$ cat config.mk
export PLATFORM = sky130hd
export DESIGN_NAME = toggle_monitor_asg
export DESIGN_NICKNAME = d
export VERILOG_FILES = /design/src/rtl/toggle_monitor_asg.sv
export SDC_FILE = /design/constraint.sdc
export NUM_CORES = 1
export LEC_CHECK = 0
export ABC_AREA = 1
export CAP_MARGIN = 20
export CORE_MARGIN = 4
export CORE_UTILIZATION = 45
export CTS_CLUSTER_SIZE = 30
export DETAILED_ROUTE_END_ITERATION = 10
export HOLD_SLACK_MARGIN = 0.05
export SYNTH_ARGS = -nofsm -noshare
export SYNTH_HDL_FRONTEND = slang
export SYNTH_SLANG_ARGS = --single-unit
$ cat constraint.sdc
create_clock -name CP -period 12.64 [get_ports CP]
set_input_delay 2.528 -clock CP [delete_from_list [all_inputs] [get_ports CP]]
set_output_delay 2.528 -clock CP [all_outputs]
set_load 0.03 [all_outputs]
$ cat src/rtl/toggle_monitor_asg.sv
`default_nettype none
// ============================================================================
// Module   : toggle_monitor_asg
// Purpose  : Per-net switching-activity monitor. Over a START/STOP window it
//            counts toggles (TC) and cycles-high (T1) per net, plus counted
//            window cycles. Results are read back one net per request in HOLD.
// Revision : 1.0 - initial release
// ============================================================================
module toggle_monitor_asg #(
    parameter int NUM_SIG = 8,
    parameter int CNT_W   = 16,
    parameter int IDX_W   = 3
) (
    input  logic               CP,
    input  logic               RST,
    input  logic               START,
    input  logic               STOP,
    input  logic [NUM_SIG-1:0] SIG,
    input  logic               RD_REQ,
    input  logic [IDX_W-1:0]   RD_IDX,
    output logic               RD_VALID,
    output logic [CNT_W-1:0]   RD_TC,
    output logic [CNT_W-1:0]   RD_T1,
    output logic [CNT_W-1:0]   WIN_CYCLES,
    output logic               BUSY,
    output logic               DONE,
    output logic               OVF
);

    localparam logic [CNT_W-1:0] CNT_MAX = '1;

    typedef enum logic [1:0] {
        S_IDLE    = 2'd0,
        S_MEASURE = 2'd1,
        S_HOLD    = 2'd2
    } state_t;

    state_t             state;
    state_t             state_nxt;

    logic [CNT_W-1:0]   tc [NUM_SIG];
    logic [CNT_W-1:0]   t1 [NUM_SIG];
    logic [CNT_W-1:0]   win_cnt;
    logic [NUM_SIG-1:0] prev;
    logic               ovf;

    logic               arm;
    logic               count_en;
    logic               win_last;
    logic               win_blk;
    logic [NUM_SIG-1:0] tc_inc;
    logic [NUM_SIG-1:0] t1_inc;
    logic [NUM_SIG-1:0] tc_blk;
    logic [NUM_SIG-1:0] t1_blk;
    logic               ovf_set;
    logic               rd_accept;
    logic [CNT_W-1:0]   rd_tc_sel;
    logic [CNT_W-1:0]   rd_t1_sel;

    // START re-arms from IDLE or HOLD only; it wins over STOP and RD_REQ.
    assign arm       = (state != S_MEASURE) && START;
    // A MEASURE cycle is counted unless STOP is present in that cycle.
    assign count_en  = (state == S_MEASURE) && !STOP;
    // The window counter can only ever sit at its maximum outside MEASURE,
    // so reaching max-1 on a counted cycle is what ends the window.
    assign win_last  = count_en && (win_cnt == CNT_MAX - 1'b1);
    assign win_blk   = count_en && (win_cnt == CNT_MAX);
    assign rd_accept = (state == S_HOLD) && RD_REQ && !START;

    // Per-net increment requests and saturation-blocked increments.
    always_comb begin
        tc_inc = '0;
        t1_inc = '0;
        tc_blk = '0;
        t1_blk = '0;
        for (int i = 0; i < NUM_SIG; i++) begin
            tc_inc[i] = count_en && (SIG[i] != prev[i]);
            t1_inc[i] = count_en && SIG[i];
            tc_blk[i] = tc_inc[i] && (tc[i] == CNT_MAX);
            t1_blk[i] = t1_inc[i] && (t1[i] == CNT_MAX);
        end
    end

    assign ovf_set = (|tc_blk) || (|t1_blk) || win_blk || win_last;

    // State register.
    always_ff @(posedge CP or posedge RST) begin
        if (RST) state <= S_IDLE;
        else     state <= state_nxt;
    end

    // Next-state logic.
    always_comb begin
        state_nxt = state;
        case (state)
            S_IDLE:    if (START) state_nxt = S_MEASURE;
            S_MEASURE: if (STOP || win_last) state_nxt = S_HOLD;
            S_HOLD:    if (START) state_nxt = S_MEASURE;
            default:   state_nxt = S_IDLE;
        endcase
    end

    // Per-net toggle and cycles-high counters, saturating.
    always_ff @(posedge CP or posedge RST) begin
        if (RST) begin
            for (int i = 0; i < NUM_SIG; i++) begin
                tc[i] <= '0;
                t1[i] <= '0;
            end
        end else if (arm) begin
            for (int i = 0; i < NUM_SIG; i++) begin
                tc[i] <= '0;
                t1[i] <= '0;
            end
        end else begin
            for (int i = 0; i < NUM_SIG; i++) begin
                if (tc_inc[i] && !tc_blk[i]) tc[i] <= tc[i] + 1'b1;
                if (t1_inc[i] && !t1_blk[i]) t1[i] <= t1[i] + 1'b1;
            end
        end
    end

    // Window counter, previous sample and sticky overflow flag.
    always_ff @(posedge CP or posedge RST) begin
        if (RST) begin
            win_cnt <= '0;
            prev    <= '0;
            ovf     <= 1'b0;
        end else if (arm) begin
            win_cnt <= '0;
            prev    <= SIG;
            ovf     <= 1'b0;
        end else begin
            if (count_en) begin
                prev <= SIG;
                if (!win_blk) win_cnt <= win_cnt + 1'b1;
            end
            if (ovf_set) ovf <= 1'b1;
        end
    end

    // Read mux; indices with no net behind them return zero.
    always_comb begin
        rd_tc_sel = '0;
        rd_t1_sel = '0;
        for (int i = 0; i < NUM_SIG; i++) begin
            if (int'(RD_IDX) == i) begin
                rd_tc_sel = tc[i];
                rd_t1_sel = t1[i];
            end
        end
    end

    // Read port: one-cycle valid pulse, data held until the next accepted read.
    always_ff @(posedge CP or posedge RST) begin
        if (RST) begin
            RD_VALID <= 1'b0;
            RD_TC    <= '0;
            RD_T1    <= '0;
        end else begin
            RD_VALID <= rd_accept;
            if (rd_accept) begin
                RD_TC <= rd_tc_sel;
                RD_T1 <= rd_t1_sel;
            end
        end
    end

    assign WIN_CYCLES = win_cnt;
    assign BUSY       = (state == S_MEASURE);
    assign DONE       = (state == S_HOLD);
    assign OVF        = ovf;

endmodule
`default_nettype wire

==> results of run 1 <==
[logic make-up after synthesis]
logic type,Yosys count
AND/OR/NAND/NOR,1527
adder cells (fa/ha/maj),18
buffers and inverters,428
AO/OA/AOI/OAI,426
flip-flops,316
XOR/XNOR,62
[critical path: stages]
cell and delay, ps:
clkdlybuf4s50_1 780, inv_1 220, nor3_2 850, inv_2 420, nor2_1 180, nor2_1 70, nand4_1 120, nand2_1 80
nand2_1 60
[sequential cells by signal, indices dropped and copies added, names as in the netlist]
| name | count |
|---|---|
| RD_T1 | 16 |
| tc | 128 |
| WIN_CYCLES | 16 |
| RD_TC | 16 |
| state | 2 |
| prev | 8 |
| OVF | 1 |
| t1 | 128 |
| RD_VALID | 1 |
[worst min-delay path by stage]
stage              start   endpoint  slack [ps]  cells after the start
2_1_floorplan     t1[83]     t1[83]         440                      1
3_3_place_gp      t1[83]     t1[83]         470                      1
3_5_place_dp      t1[83]     t1[83]         490                      1
4_1_cts           t1[83]     t1[83]         500                      1
5_1_grt           t1[83]     t1[83]         530                      1
6_report       RD_T1[14]  RD_T1[14]         500                      2
[through the flow]
step	power (mW)	worst slack, ps
floorplan	1.902	1369
global placement	2.272	7384
CTS	3.484	7919
finish	3.466	7830
global route	3.644	7701
detailed placement	2.278	7329
[cell type report]
cell class              instances  area, um^2  area share [%]
multi-input cells            2033       10120           45.61
flip-flops and latches        316        7908           35.64
inverters                     344        1299           5.854
clock buffers                  59        1174           5.290
repair buffers                 78       773.2           3.485
well taps                     585       732.0           3.299
clock inverters                15       182.7          0.8234
[layer usage]
| metal | wire length, um | track usage (%) | part of all wire (%) | vias up |
|---|---|---|---|---|
| met5 | 0 | 0 | 0 | - |
| met4 | 2895 | 10.90 | 4.4 | 0 |
| met3 | 3755 | 4.538 | 5.7 | 148 |
| met2 | 30240 | 44.33 | 46 | 665 |
| met1 | 28760 | 38.04 | 44 | 9401 |
| li1 | - | - | - | 9386 |
[power by group through the flow]
stage	logic, mW	registers, mW	clock network [mW]
finish	0.907	1.37	1.19
global route	0.999	1.38	1.26
CTS	0.905	1.36	1.22
detailed placement	0.905	1.37	0
global placement	0.894	1.38	0
floorplan	0.518	1.38	0
[cell usage after synthesis, types with 36 or more instances]
cell type,count,area (um^2)
inv_1,335,1257
nand4_1,155,969.7
nand2_1,649,2436
nor2_1,309,1160
o31ai_1,46,345.3
xor2_1,55,481.7
nor3_1,133,665.6
dfrtp_1,316,7908
a21oi_1,138,690.7
nand3_1,206,1031
o21ai_0,170,850.8
buf_2,40,200.2
clkbuf_1,36,135.1
==> key figures, run 1 <==
Status
  • Status: completed

Placement
  • Port bufs: 67
  • Post-DP Area: ~21000 um^2
  • Detailed placer's ending HPWL: around 49000 um
  • Placer congestion estimate: ~0.96
  • Dpl cells: ~3400

Layout
  • Final Util: about half
  • Post-layout nets: 2847
  • Commonest non-fill, non-tap cell in the layout: nand2_1
  • Share of cells above drive strength 1: 4.886%
  • N_diodes: 0
  • Fill cell count: ~4300
  • Post-route insts no fill: ~3400
  • Final Instance Area: 22190 um^2
  • Area Growth Syn to Fin: 12.80%
  • Most frequent cells in the layout: nand2_1, inv_1, dfrtp_1, nor2_1, nand3_1

Detailed routing
  • WL per Instance: 19.14 um
  • Number of iterations in the first detailed-routing pass: 6
  • Final WL: 65650 um
  • ANT nets after route: 0
  • Vias per inst: between 5 and 6
  • 1st-iter DRT viols: 2157
  • Drc violations: 0
  • DR vias: slightly below 20000

Timing
  • Hold WS: 496.2 ps
  • Final setup fails: 0
  • Final hold viol count: 0
  • Worst slew pin tran: 1071 ps
  • Fin Clk Skew: 20.24 ps
  • Setup tns final: 0 ps
  • Slew Limit Fails: 0
  • Post-layout minimum cycle time: 4810 ps
  • RSZ-0062 raised after global routing: no
  • Period utilisation layout: about two fifths
  • Max Freq: 207.9 MHz
  • Relative slew slack: 28.21%

Critical path
  • Worst path required time: roughly 13000 ps
  • R2R cell count: 12
  • Crit path DAT: 5310 ps
  • Worst reg2reg setup slack: roughly 9900 ps
  • Worst-path maximum fanout: 19
  • Worst r2r src: WIN_CYCLES[1]
  • Crit path capture: RD_T1[14]
  • Crit. End Element: register
  • Setup Crit Path Kind: input pin to register
  • CP startpoint: RD_IDX[1]
  • CP Launch Type: input pin
  • RR Endpoint: WIN_CYCLES[11]

Clock network
  • # hold bufs at CTS: 0
  • Setup bufs post-CTS: 0
  • Sink Count: about 320
  • Worst-skew pair later-pin latency: 570 ps
  • Root buffer cell: clkbuf_16
  • CTS resizes: 0
  • Clock tree from TritonCTS: yes
  • CTS H-tree depth: 2
  • Max Root-Sink Buffers: 3
  • Num CTS Buffers: 40
  • Clock transition at path regs: roughly 50 ps

Die
  • Row count: 76
  • Starting density of the core: 45.56%
  • Die Span Y: 217.1 um
  • Die W: 217.1 um
  • Core area: 43170 um^2
  • Top Ports: 68
  • Die area: around 47000 um^2

Global route
  • Overflow after GRT: 0
  • Largest net degree at the start of global routing: around 120
  • First-pass GRT wire length: about 100000 um
  • Initial antenna violation count: 0
  • GRT Total Usage: 27.76%
  • Vias in the first global route: 18340

Synthesis
  • Mux contribution to synthesized area: 0%
  • Number of synthesized flops with an enable pin: 0
  • Syn_area_per_cell: 7.083 um^2
  • Post-synthesis xor/xnor area fraction: approximately 2.8%
  • Synth Area in Compound Gates: around an eighth
  • Synth Area in Simple Gates: 35.05%
  • Synth Register Bits: ~320
  • Synth unique cells: 47
  • Post-Synth Adder-Cell Area: 1.145%
  • Cells after Synth: roughly 2800
  • Fraction of registers with async set/reset: 100.0%
  • Largest family of logic cells by synthesized area: simple AND/OR/NAND/NOR gates
  • Sequential fraction of the synthesis area: between 40% and 50%
  • Synthesized area: between 15000 and 20000 um^2
  • Ys Warns: 0
  • Syn Nets: between 2000 and 3000
  • Synth Flop Type: dfrtp_1

Power and ir drop
  • Internal Power: 2.144 mW
  • Leak pwr: ~9.3 nW
  • Comb pwr share: a little over a quarter
  • Switching Fraction: between 30% and 40%
  • Reg power frac: between 30% and 40%
  • Power Dens Cells: about 160 nW/um^2
  • Peak VDD IR: around 0.10 mV
  • Switching power: between 1 and 1.5 mW
  • Clk pwr share: between 30% and 40%

Job
  • Max-cap violations: 0

Worst hold path
  • Hold WC Path Type: register to register
(Power assumes the default switching activity.)
==> run 2, diff against run 1 <==
- clock period: 12.64 -> 3.9 ns (I/O delays scaled with it)
==> key figures, run 2 (synthesis results as in run 1) <==
Critical path
  • Crit path DAT: 1980 ps (-3330 ps)
  • R2R cell count: 9 (-3)
  • RR Endpoint: WIN_CYCLES[11]
  • Critical Path, Cell by Cell: inv_1 -> nand2_1 -> inv_1 -> clkdlybuf4s50_1
  • Setup Crit Path Kind: register to output pin
  • Slowest cell on the critical path: clkdlybuf4s50_1
  • Most frequent CP cell: inv_1
  • CP Launch Type: register
  • Worst r2r src: state[1]
  • Worst path required time: 3120 ps (-10020 ps)
  • Worst-path maximum fanout: 3 (-16)
  • Worst path max stage delay: 680 ps (-170 ps)
  • CP bufs+invs: 3 (unchanged)
  • Cell family with the largest share of critical-path delay: buffers and inverters
  • Worst reg2reg setup slack: 1450 ps (-8450 ps)
  • Crit. End Element: output pin

Layout
  • Most frequent cells in the layout: nand2_1, inv_1, dfrtp_1, nor2_1, nand3_1
  • Largest regs: t1 (128), tc (128)
  • N_diodes: 0 (unchanged)
  • Final Instance Area: 22260 um^2 (+0.31%)
  • Area of the multi-input gates: 10120 um^2 (unchanged)
  • Commonest non-fill, non-tap cell in the layout: nand2_1
  • Area Growth Syn to Fin: 13.15%
  • Post-layout nets: 2863 (+0.56%)
  • Reg area: 7908 um^2 (unchanged)
  • Post-route insts no fill: 3440 (+0.29%)
  • Share of cells above drive strength 1: 5.184% (+0.30 points)
  • Fill cell count: 4297 (-0.62%)

Global route
  • GRT Total Usage: 27.02% (-0.74 points)
  • Largest net degree at the start of global routing: 114 (-5.8%)
  • Overflow after GRT: 0 (unchanged)
  • First-pass GRT wire length: 102400 um (-2.0%)
  • Initial antenna violation count: 0 (unchanged)
  • Vias in the first global route: 18270 (-0.38%)

Clock network
  • Worst-skew pair later-pin latency: 560 ps (about the same)
  • Max Root-Sink Buffers: 3 (unchanged)
  • CTS resizes: 0 (unchanged)
  • Sink Count: 316 (unchanged)
  • Clock transition at path regs: 60 ps (about the same)
  • Num CTS Buffers: 40 (unchanged)
  • # hold bufs at CTS: 0 (unchanged)
  • Clock tree from TritonCTS: yes
  • Setup bufs post-CTS: 0 (unchanged)
  • Root buffer cell: clkbuf_16
  • CTS H-tree depth: 2 (unchanged)

Timing
  • Relative slew slack: 46.94% (+19 points)
  • Post-layout minimum cycle time: 2762 ps
  • Worst slew pin tran: 788.6 ps (-282.4 ps)
  • Period utilisation layout: a little over two thirds
  • Slew Limit Fails: 0 (unchanged)
  • Final hold viol count: 0 (unchanged)
  • Setup tns final: 0 ps (unchanged)
  • Final setup fails: 0 (unchanged)
  • Fin Clk Skew: 17.25 ps (-2.988 ps)
  • RSZ-0062 raised after global routing: no
  • Max Freq: roughly 360 MHz

Placement
  • Post-DP Area: 21030 um^2 (+1.0%)
  • Detailed placer's ending HPWL: 48560 um (-0.50%)
  • Placer congestion estimate: 0.9549 (-0.77%)
  • Dpl cells: 3372 (+0.51%)
  • Port bufs: 67 (unchanged)

Job
  • Max-cap violations: 0 (unchanged)

Detailed routing
  • WL per Instance: 18.87 um (-1.4%)
  • Number of iterations in the first detailed-routing pass: 5 (-1)
  • Vias per inst: 5.698 (-0.29%)
  • Drc violations: 0 (unchanged)
  • Final WL: 64900 um (-1.1%)
  • ANT nets after route: 0 (unchanged)
  • 1st-iter DRT viols: 1859 (-14%)
  • DR vias: 19600 (unchanged)

Die
  • Core area: 43170 um^2 (unchanged)
  • Die W: 217.1 um (unchanged)
  • Row count: 76 (unchanged)
  • Die Span Y: 217.1 um (unchanged)
  • Starting density of the core: 45.56% (unchanged)
  • Die area: 47120 um^2 (unchanged)
  • Top Ports: 68 (unchanged)

Worst hold path
  • Hold WC Path Type: register to register
  • Worst Min Path Start: t1[83]
  • Min-Delay Endpoint: t1[83]
  • Worst Hold Depth: 1 (-1)

Power and ir drop
  • Power Total: 10.98 mW (+220%)
  • Reg power frac: 40.2% (+0.8 points)
  • Switching Fraction: 38.50% (+0.36 points)
  • Clk pwr share: 32.5% (-1.9 points)
  • Switching power: 4.228 mW (+220%)
  • Leak pwr: 9.375 nW (+0.31%)
  • Power Dens Cells: 493.5 nW/um^2 (+220%)
  • Comb pwr share: 27.3% (+1.1 points)
  • Internal Power: 6.754 mW (+220%)
  • Peak VDD IR: 0.3637 mV (+250%)

Status
  • Status: completed
run 2: cell count changes in the layout (fill, tap and decap cells not counted), sizes merged:
cell      change
buf          +16
clkinv        -3
inv           -3
clkinvlp      +2
clkbuf        +2
bufinv        -4
run 2: routing by layer:
metal / GRT usage [%] / vias up / wire [um]
met5: 0 / - / 0
met1: 36.51 / 9341 / 27990
met3: 3.979 / 137 / 3962
met4: 8.671 / 0 / 2257
met2: 45.02 / 731 / 30690
li1: - / 9391 / -
run 2: worst max path at each step:
stage	cells past startpoint	from	slack [ps]	to
after CTS	4	state[1]	1090	BUSY
after global routing	11	RD_IDX[1]	1070	RD_T1[3]
final	4	state[1]	1140	BUSY
after global placement	9	STOP	730	WIN_CYCLES[11]
after floorplan	1	RST	-1090	OVF
after detailed placement	11	RD_IDX[1]	710	RD_T1[6]
run 2: cell type report:
type	count	share of cell area [%]
clock buffers	61	5.352
clock inverters	7	0.1687
inverters	344	5.819
multi-input cells	2033	45.47
flip-flops and latches	316	35.53
well taps	585	3.289
repair buffers	94	4.374
run 2: worst register-to-register path: cells and delay by family, from the launching register on:
kind	cells	cell delay (ps)
buf+inv	2	330
flops	1	380
simple gates	7	1670
run 2: power by group through the flow:
| stage | registers [mW] | clock network [mW] | logic (mW) |
|---|---|---|---|
| floorplan | 4.48 | 0 | 1.68 |
| global placement | 4.45 | 0 | 2.95 |
| detailed placement | 4.44 | 0 | 2.99 |
| CTS | 4.40 | 3.66 | 3.00 |
| global route | 4.47 | 3.79 | 3.31 |
| finish | 4.42 | 3.57 | 3.00 |
run 2: metrics by stage:
| stage | hold WS (ps) | setup WS (ps) | utilization [%] |
|---|---|---|---|
| after detailed placement | 470.1 | 708.2 | 48.70 |
| after floorplan | 444.9 | -1091 | - |
| final | 475.8 | 1138 | 51.55 |
| after global routing | 493.6 | 1067 | 51.55 |
| after CTS | 480.8 | 1092 | 51.55 |
| after global placement | 474.7 | 725.1 | 48.70 |
